File: src/rtl/native2axil_pkg.sv
// Shared types for the native-to-AXI4-Lite master bridge.
package native2axil_pkg;

    typedef enum logic [2:0] {
        IDLE,
        WR_REQ,
        WR_RESP,
        RD_REQ,
        RD_RESP
    } state_e;

    typedef enum logic {
        REQ_WR,
        REQ_RD
    } req_kind_e;

    localparam logic [1:0] AXI_RESP_OKAY = 2'b00;

endpackage

File: src/rtl/native2axil.sv
// Native single-beat request to AXI4-Lite master bridge, one transaction outstanding.
// Define NATIVE2AXIL_REQ_BUF_EN to add a one-entry pending request buffer.
module native2axil
    import native2axil_pkg::*;
#(
    parameter int DATA_WIDTH = 32,
    parameter int ADDR_WIDTH = 32
) (
    input  logic                    AXI_ACLK,
    input  logic                    AXI_ARESET,
    output logic [ADDR_WIDTH-1:0]   AXI_AWADDR,
    output logic [2:0]              AXI_AWPROT,
    output logic                    AXI_AWVALID,
    input  logic                    AXI_AWREADY,
    output logic [DATA_WIDTH-1:0]   AXI_WDATA,
    output logic [DATA_WIDTH/8-1:0] AXI_WSTRB,
    output logic                    AXI_WVALID,
    input  logic                    AXI_WREADY,
    input  logic [1:0]              AXI_BRESP,
    input  logic                    AXI_BVALID,
    output logic                    AXI_BREADY,
    output logic [ADDR_WIDTH-1:0]   AXI_ARADDR,
    output logic [2:0]              AXI_ARPROT,
    output logic                    AXI_ARVALID,
    input  logic                    AXI_ARREADY,
    input  logic [DATA_WIDTH-1:0]   AXI_RDATA,
    input  logic [1:0]              AXI_RRESP,
    input  logic                    AXI_RVALID,
    output logic                    AXI_RREADY,
    input  logic                    WEN,
    input  logic [ADDR_WIDTH-1:0]   WADDR,
    input  logic [DATA_WIDTH-1:0]   WDATA,
    input  logic                    REN,
    input  logic [ADDR_WIDTH-1:0]   RADDR,
    output logic                    BUSY,
    output logic                    WACK,
    output logic [DATA_WIDTH-1:0]   RDATA,
    output logic                    RVALID,
    output logic                    ERR,
    output logic                    DROP
);

    state_e                 state, state_n;
    logic                   aw_vld, aw_vld_n, w_vld, w_vld_n, ar_vld, ar_vld_n;
    logic [ADDR_WIDTH-1:0]  addr_q, addr_n;
    logic [DATA_WIDTH-1:0]  data_q, data_n, rdata_q, rdata_n;
    logic                   wack_q, wack_n, rvalid_q, rvalid_n, err_q, err_n, drop_q, drop_n;

    // Incoming request (write wins) and the request chosen for issue this cycle
    logic                   req_vld;
    req_kind_e              req_kind;
    logic [ADDR_WIDTH-1:0]  req_addr;
    logic                   iss_vld;
    req_kind_e              iss_kind;
    logic [ADDR_WIDTH-1:0]  iss_addr;
    logic [DATA_WIDTH-1:0]  iss_data;

`ifdef NATIVE2AXIL_REQ_BUF_EN
    logic                   buf_vld, buf_vld_n;
    req_kind_e              buf_kind, buf_kind_n;
    logic [ADDR_WIDTH-1:0]  buf_addr, buf_addr_n;
    logic [DATA_WIDTH-1:0]  buf_data, buf_data_n;
`endif

    assign req_vld  = WEN | REN;
    assign req_kind = WEN ? REQ_WR : REQ_RD;
    assign req_addr = WEN ? WADDR : RADDR;

    always_comb begin
        state_n  = state;
        aw_vld_n = aw_vld;
        w_vld_n  = w_vld;
        ar_vld_n = ar_vld;
        addr_n   = addr_q;
        data_n   = data_q;
        rdata_n  = rdata_q;
        wack_n   = 1'b0;
        rvalid_n = 1'b0;
        err_n    = 1'b0;
        drop_n   = 1'b0;
        iss_vld  = 1'b0;
        iss_kind = REQ_WR;
        iss_addr = addr_q;
        iss_data = data_q;
`ifdef NATIVE2AXIL_REQ_BUF_EN
        buf_vld_n  = buf_vld;
        buf_kind_n = buf_kind;
        buf_addr_n = buf_addr;
        buf_data_n = buf_data;
`endif

        case (state)
            WR_REQ: begin
                if (AXI_AWREADY) aw_vld_n = 1'b0;
                if (AXI_WREADY)  w_vld_n  = 1'b0;
                if ((!aw_vld || AXI_AWREADY) && (!w_vld || AXI_WREADY)) state_n = WR_RESP;
            end
            WR_RESP: if (AXI_BVALID) begin
                wack_n  = 1'b1;
                err_n   = (AXI_BRESP != AXI_RESP_OKAY);
                state_n = IDLE;
            end
            RD_REQ: if (AXI_ARREADY) begin
                ar_vld_n = 1'b0;
                state_n  = RD_RESP;
            end
            RD_RESP: if (AXI_RVALID) begin
                rdata_n  = AXI_RDATA;
                rvalid_n = 1'b1;
                err_n    = (AXI_RRESP != AXI_RESP_OKAY);
                state_n  = IDLE;
            end
            default: ;
        endcase

`ifdef NATIVE2AXIL_REQ_BUF_EN
        // A parked request goes first; the slot it frees can take a new one
        if (state == IDLE && buf_vld) begin
            iss_vld   = 1'b1;
            iss_kind  = buf_kind;
            iss_addr  = buf_addr;
            iss_data  = buf_data;
            buf_vld_n = req_vld;
            if (req_vld) begin
                buf_kind_n = req_kind;
                buf_addr_n = req_addr;
                buf_data_n = WDATA;
                drop_n     = WEN & REN;
            end
        end else if (state == IDLE) begin
            iss_vld  = req_vld;
            iss_kind = req_kind;
            iss_addr = req_addr;
            iss_data = WDATA;
            if (WEN && REN) begin
                buf_vld_n  = 1'b1;
                buf_kind_n = REQ_RD;
                buf_addr_n = RADDR;
            end
        end else if (req_vld) begin
            if (!buf_vld) begin
                buf_vld_n  = 1'b1;
                buf_kind_n = req_kind;
                buf_addr_n = req_addr;
                buf_data_n = WDATA;
                drop_n     = WEN & REN;
            end else begin
                drop_n = 1'b1;
            end
        end
`else
        if (state == IDLE) begin
            iss_vld  = req_vld;
            iss_kind = req_kind;
            iss_addr = req_addr;
            iss_data = WDATA;
            drop_n   = WEN & REN;
        end else begin
            drop_n = req_vld;
        end
`endif

        // One address/data register serves both directions
        if (iss_vld) begin
            addr_n = iss_addr;
            data_n = iss_data;
            if (iss_kind == REQ_WR) begin
                state_n  = WR_REQ;
                aw_vld_n = 1'b1;
                w_vld_n  = 1'b1;
            end else begin
                state_n  = RD_REQ;
                ar_vld_n = 1'b1;
            end
        end
    end

    always_ff @(posedge AXI_ACLK) begin
        if (AXI_ARESET) begin
            state    <= IDLE;
            aw_vld   <= 1'b0;
            w_vld    <= 1'b0;
            ar_vld   <= 1'b0;
            addr_q   <= '0;
            data_q   <= '0;
            rdata_q  <= '0;
            wack_q   <= 1'b0;
            rvalid_q <= 1'b0;
            err_q    <= 1'b0;
            drop_q   <= 1'b0;
`ifdef NATIVE2AXIL_REQ_BUF_EN
            buf_vld  <= 1'b0;
            buf_kind <= REQ_WR;
            buf_addr <= '0;
            buf_data <= '0;
`endif
        end else begin
            state    <= state_n;
            aw_vld   <= aw_vld_n;
            w_vld    <= w_vld_n;
            ar_vld   <= ar_vld_n;
            addr_q   <= addr_n;
            data_q   <= data_n;
            rdata_q  <= rdata_n;
            wack_q   <= wack_n;
            rvalid_q <= rvalid_n;
            err_q    <= err_n;
            drop_q   <= drop_n;
`ifdef NATIVE2AXIL_REQ_BUF_EN
            buf_vld  <= buf_vld_n;
            buf_kind <= buf_kind_n;
            buf_addr <= buf_addr_n;
            buf_data <= buf_data_n;
`endif
        end
    end

    assign AXI_AWADDR  = addr_q;
    assign AXI_ARADDR  = addr_q;
    assign AXI_WDATA   = data_q;
    assign AXI_AWPROT  = 3'b000;
    assign AXI_ARPROT  = 3'b000;
    assign AXI_WSTRB   = '1;
    assign AXI_AWVALID = aw_vld;
    assign AXI_WVALID  = w_vld;
    assign AXI_ARVALID = ar_vld;
    assign AXI_BREADY  = (state == WR_RESP);
    assign AXI_RREADY  = (state == RD_RESP);
    assign BUSY        = (state != IDLE);
    assign WACK        = wack_q;
    assign RVALID      = rvalid_q;
    assign RDATA       = rdata_q;
    assign ERR         = err_q;
    assign DROP        = drop_q;

endmodule

File: config.mk
export PLATFORM = sky130hd
export DESIGN_NAME = native2axil
export DESIGN_NICKNAME = d
export VERILOG_FILES = /design/src/rtl/native2axil_pkg.sv /design/src/rtl/native2axil.sv
export SDC_FILE = /design/constraint.sdc
export NUM_CORES = 1
export LEC_CHECK = 0
export ABC_CLOCK_PERIOD_IN_PS = 1480
export BUFFER_PORTS_ARGS = -buffer_cell sky130_fd_sc_hd__buf_2
export CORE_MARGIN = 2
export CORE_UTILIZATION = 38
export DETAILED_ROUTE_END_ITERATION = 12
export GPL_ROUTABILITY_DRIVEN = 0
export HOLD_SLACK_MARGIN = 0.03
export PLACE_DENSITY_LB_ADDON = 0.12
export SETUP_SLACK_MARGIN = 0.5
export SLEW_MARGIN = 10
export SYNTH_ARGS = -nofsm -noshare
export SYNTH_HDL_FRONTEND = slang
export SYNTH_SLANG_ARGS = --single-unit
File: constraint.sdc
create_clock -name AXI_ACLK -period 1.48 [get_ports AXI_ACLK]
set_input_delay 0.222 -clock AXI_ACLK [delete_from_list [all_inputs] [get_ports AXI_ACLK]]
set_output_delay 0.222 -clock AXI_ACLK [all_outputs]
set_load 0.05 [all_outputs]
======== Word level (Yosys, flattened, before mapping) ========
Index checks and enable logic that the tools add are counted.
operators by class
  equality and inequality tests ........... 8
  muxes and demuxes ....................... 29
  bitwise gates (word level) .............. 4
  reduce and logical (&&, ||, !) cells .... 15
operators with widths
  kind                                            number
  two-way mux 32 bit                              1
  two-way mux 1 bit                               20
  two-way mux 3 bit                               5
  case mux 3 bit (4 select lines)                 1
  == test 3 x 2 -> 1 bit (second input constant)  2
  != test 3 x 2 -> 1 bit (second input constant)  2
  != test 3 bit (second input constant)           2
  AND reduction 5 bit                             1
  nonzero test 5 bit                              1
  AND reduction 2 bit                             2
  nonzero test 2 bit                              2
  OR reduction 2 bit                              2
  == test 3 x 1 -> 1 bit (second input constant)  1
  == test 3 bit (second input constant)           1
  zero test 3 bit                                 1
  nonzero test 3 bit                              1
  zero test 1 bit                                 2
  logical OR 1 bit                                2
  two-way mux 2 bit                               1
  inverter 1 bit                                  2
  case mux 1 bit (2 select lines)                 1
  bitwise AND 1 bit                               1
  logical AND 1 bit                               1
  OR 1 bit                                        1
storage, ports and cells
  flip-flop bits (word level) ............. 106
  input port bits ......................... 141
  output and inout bits ................... 148

======== Depth between registers and ports, before layout ========
  word-level depth ........................ 6
  gate-level depth with buffers ........... 8
  mapped depth without buffers ............ 4

======== Worst setup path after synthesis ========
OpenSTA, ideal clock, no wires.
  kind .................................... reg-to-reg
  start ................................... register state[2]
  end ..................................... register rdata_q[10], in the netlist RDATA[10]
  setup time .............................. 0.132 ns
  arrival time ............................ 1.848 ns
  required time ........................... 1.348 ns
  path slack .............................. -0.500 ns
  cell stages (with the launch flop) ...... 6
  buffers on the path ..................... 1
  clock period less this slack ............ 1.980 ns
  path through ............................ dfxtp_1 > nor3b_2 > nand2_1 > clkbuf_1 > nand2_1 > a21oi_1
between the ends
  cells in the longest elaborated chain, start to end .. 2
RTL lines
  element                        RTL line            source
  start: declaration             native2axil.sv:43   state_e state, state_n;
  start signal: assignment       native2axil.sv:198  state <= state_n;
  == test 3 bit                  --
  via AXI_RREADY                 native2axil.sv:29   output logic AXI_RREADY,
  AND reduction 2 bit (no line)  --
  end signal: assignment         native2axil.sv:204  rdata_q <= rdata_n;
  end: declaration               native2axil.sv:46   logic [DATA_WIDTH-1:0] data_q, data_n, rdata_q, rdata_n;
The timed path passes the listed nets, and every way through them passes these cells.
A chain may end at the register's enable or synchronous reset.

======== Final worst setup path ========
  start ................................... register state[1]
  end ..................................... register addr_q[2], in the netlist AXI_ARADDR[2]
between the ends
  cells in the longest elaborated chain, start to end .. 3
RTL lines
  element                          RTL line            source
  zero test 3 bit *                native2axil.sv:152  if (state == IDLE) begin
  two-way mux 1 bit                native2axil.sv:152
  AND reduction 2 bit (no line) *  --
  end signal: assignment           native2axil.sv:202  addr_q <= addr_n;
  end: declaration                 native2axil.sv:45   logic [ADDR_WIDTH-1:0] addr_q, addr_n;
Mark *: on every way between the ends. The rest lies on a longest branch, timed or not.

==> impl_results.md <==
* Status: finished, violations left
* Failing checks: setup timing
* Worst r2r src: state[1]
* CP max stage cell: or3_4
* Placed Cells incl. Taps at between 800 and 900
* Row count at 39
* Die height at ~110 µm
* Crit Path Max Fanout at 11
* Gr ovfl total at 0
* Post-synthesis sequential area ratio at a little under half
* Root buf cell: clkbuf_16
* Layout Area Growth over Synthesis at 102%
* Clock buffer depth at 2
* Cell taking the most area after synthesis: dfxtp_1
* Setup_tns at -7.65 ns
* Final worst setup slack at -0.190 ns
* DR iter-0 viols at 326
* Die width at 112 µm
* Crit-path cells: or3_4 -> buf_12 -> nor2_8 -> buf_12 -> clkbuf_16 -> nor2_1 -> a211oi_2
* Sequential share of power at between 20 and 25%
* CTS buffer count at 9
* Crit-path most repeated cell: buf_12
* Post-synth top area share at about 48%
* CP required at approximately 1.7 ns
* Sw Ratio at a little over two fifths
* F_max at approximately 0.60 GHz
* DRC viols at 0
* IO Port Bufs at 278
* Comb power frac at 61.5%
* Final ANT Viol Nets at 0
* Worst-path clk slew at around 0.07 ns
* Crit path buf inv count at 3
* Vias per cell at 5.04
* Clk sinks at 106
* Static Leak at just under 4 nW
* Final Cycle Share at 113%
* Initial antenna violation count at 0
* Die area at 12,600 µm²
* Aggregate global-route resource usage at 21.9%
* Total number of vias at slightly below 5,000
* Final std cells w/o fill at 974
* Number of diodes at 0
* #FFs+latches synth at 106
* Largest stage delay, worst path at 0.42 ns
* Post-Route WL at 17.9 mm
* Final Max Tran Viols at 0
* P_sw at about 7.9 mW
* Clk network pwr share at between 10 and 15%
* Setup repair after global routing missed its margin: yes
* Power per cell area at between 1500 and 2000 nW/µm²
* CTS tree: done
* Internal power at roughly 10 mW
* Final Hold Viols at 0
* Layout cells sized above 1 at between 70% and 80%
* Final setup fails at 99
* Final worst path period need at around 1.7 ns
* Nets at about 970
* Crit end category: flip-flop
* First-pass GRT wire length at roughly 22 mm
* Yosys cell types at 34
* Synth Cell Area at approximately 4500 µm²
* Number of global-route vias before repair at approximately 4,500
* Initial Util at 39.1%
* Wirelength per Cell at approximately 18 µm
* Largest net degree at the start of global routing at 49
* Worst setup path start: state[1]
* Clk Latency, worst-skew pair at between 0.3 and 0.4 ns
* Post-layout instance area at about 9000 µm²
* CP Class: flip-flop to flip-flop
* Syn_area_per_cell at 8.47 µm²
* Worst min path class: input port to flip-flop
* CP Launch Type: flip-flop
* Worst Skew at just over 0.009 ns
* Yosys Warn Count at 0
* Final hold slack at ~0.10 ns
* Drt pass-1 iters at 5
* I/O pin cnt at 289
* Max cap viols at 0
* Launch point of the worst hold path: WDATA[3]
* Worst IR Drop VDD at around 0.0016 V
* Post-Syn Instances at 527
* CP Data Arrival Time at ~1.9 ns
* Placed instance area at ~6000 µm²
* Top cells by area, synth: dfxtp_1 48%, nand2_1 11%, buf_4 7.7%
* H-Tree Depth at 3
* Cell family with most CP delay: simple AND/OR/NAND/NOR gates
* Detail Placement HPWL at about 9.5 mm
* Core area at about 11,000 µm²
-- logic make-up (layout without fill, tap and decap cells) --
logic type      after synthesis  in the layout  synth area share (%)
simple gates                192            192                  17.4
compound gates              110            110                  14.9
flops                       106            106                  47.5
buf+inv                      83            379                  12.3
mux                          33             33                  7.40
other cells                   2             10                 0.168
fa+ha+maj                     1              1                 0.224
-- final cells by class --
type	count	area [µm²]
repair buffers	362	3780
multi-input cells	346	2440
fillers	683	2390
flip-flops and latches	106	2310
clock buffers	12	267
well taps	143	179
clock inverters	3	47.5
inverters	2	7.51
-- registers in the layout, summed over array words and instances, names as in the netlist --
signal,cells
ERR,1
AXI_WDATA,32
DROP,1
state,3
AXI_AWVALID,1
AXI_ARVALID,1
RDATA,32
AXI_ARADDR,32
RVALID,1
AXI_WVALID,1
WACK,1
-- layer usage --
layer,part of all wire [%],wire length [µm],track usage (%),vias to the layer above
met1,37,6670,24.7,2366
li1,-,-,-,2305
met3,5.9,1060,5.02,28
met2,55,9860,39.6,208
met5,0,0,0,-
met4,1.7,310,8.86,0
-- timing repair --
item | CTS | global route
pin swaps | 8 | 43
gates cloned | 8 | 7
gates resized for setup | 207 | 499
hold buffers | 0 | 0
endpoints found under the setup margin | 244 | 244
setup buffers | 19 | 28
-- power groups by stage --
stage                     Combinational, mW  Sequential (mW)  Clock, mW
after floorplan                        4.00             5.94          0
after global placement                 6.80             3.95          0
after detailed placement               6.87             3.98          0
after CTS                              8.60             4.11       2.54
after global routing                   11.5             4.50       2.68
final                                  11.1             4.43       2.51
-- final timing paths --
kind	end	slack [ns]	depth (start not counted)
min	AXI_WDATA[3]	0.10	3
max	AXI_ARADDR[2]	-0.19	7
max reg2reg	AXI_ARADDR[2]	-0.19	7
min reg2reg	AXI_WDATA[30]	0.46	2
-- Yosys cell counts --
cell type	count
a211oi_1	33
a21o_1	1
a21oi_1	66
a22o_1	1
a2bb2oi_1	3
a31oi_1	1
and2_1	1
buf_1	3
buf_2	9
buf_4	46
buf_6	7
clkbuf_1	15
clkbuf_2	1
conb_1	2
dfxtp_1	106
inv_1	2
maj3_1	1
mux2i_1	33
nand2_1	132
nand2b_1	4
nand3_1	1
nor2_1	44
nor2_8	1
nor2b_1	2
nor3_1	2
nor3b_1	1
nor3b_2	1
o2111ai_1	1
o211ai_1	1
o21ai_0	1
o22ai_1	1
o22ai_2	1
or2_1	1
or3_1	2
-- worst register-to-register path, delay by kind of cell (launching register included) --
kind,cells,cell delay (ns)
buffers and inverters,3,0.48
AO/OA/AOI/OAI,1,0.20
AND/OR/NAND/NOR,3,0.59
flip-flops,1,0.33
-- per-stage QoR --
stage                     worst slack (ns)  utilization (%)  power, mW
after detailed placement            -0.105             52.2       10.8
after CTS                           -0.104             64.2       15.3
final                               -0.190             79.0       18.0
after global placement             -0.0697             52.2       10.7
after global routing                -0.201             79.0       18.7
after floorplan                     -0.218                -       9.94
-- placed cells by master (no fill, tap or decap), types with 26 or more instances in the layout --
cell / count
buf_2: 139
dfxtp_4: 26
buf_8: 102
buf_4: 36
a21oi_2: 39
buf_6: 58
a21oi_1: 27
nand2_1: 96
a211oi_2: 30
mux2i_1: 33
nor2_1: 32
dfxtp_2: 70
Note: power is estimated with default switching activity, not from simulation.
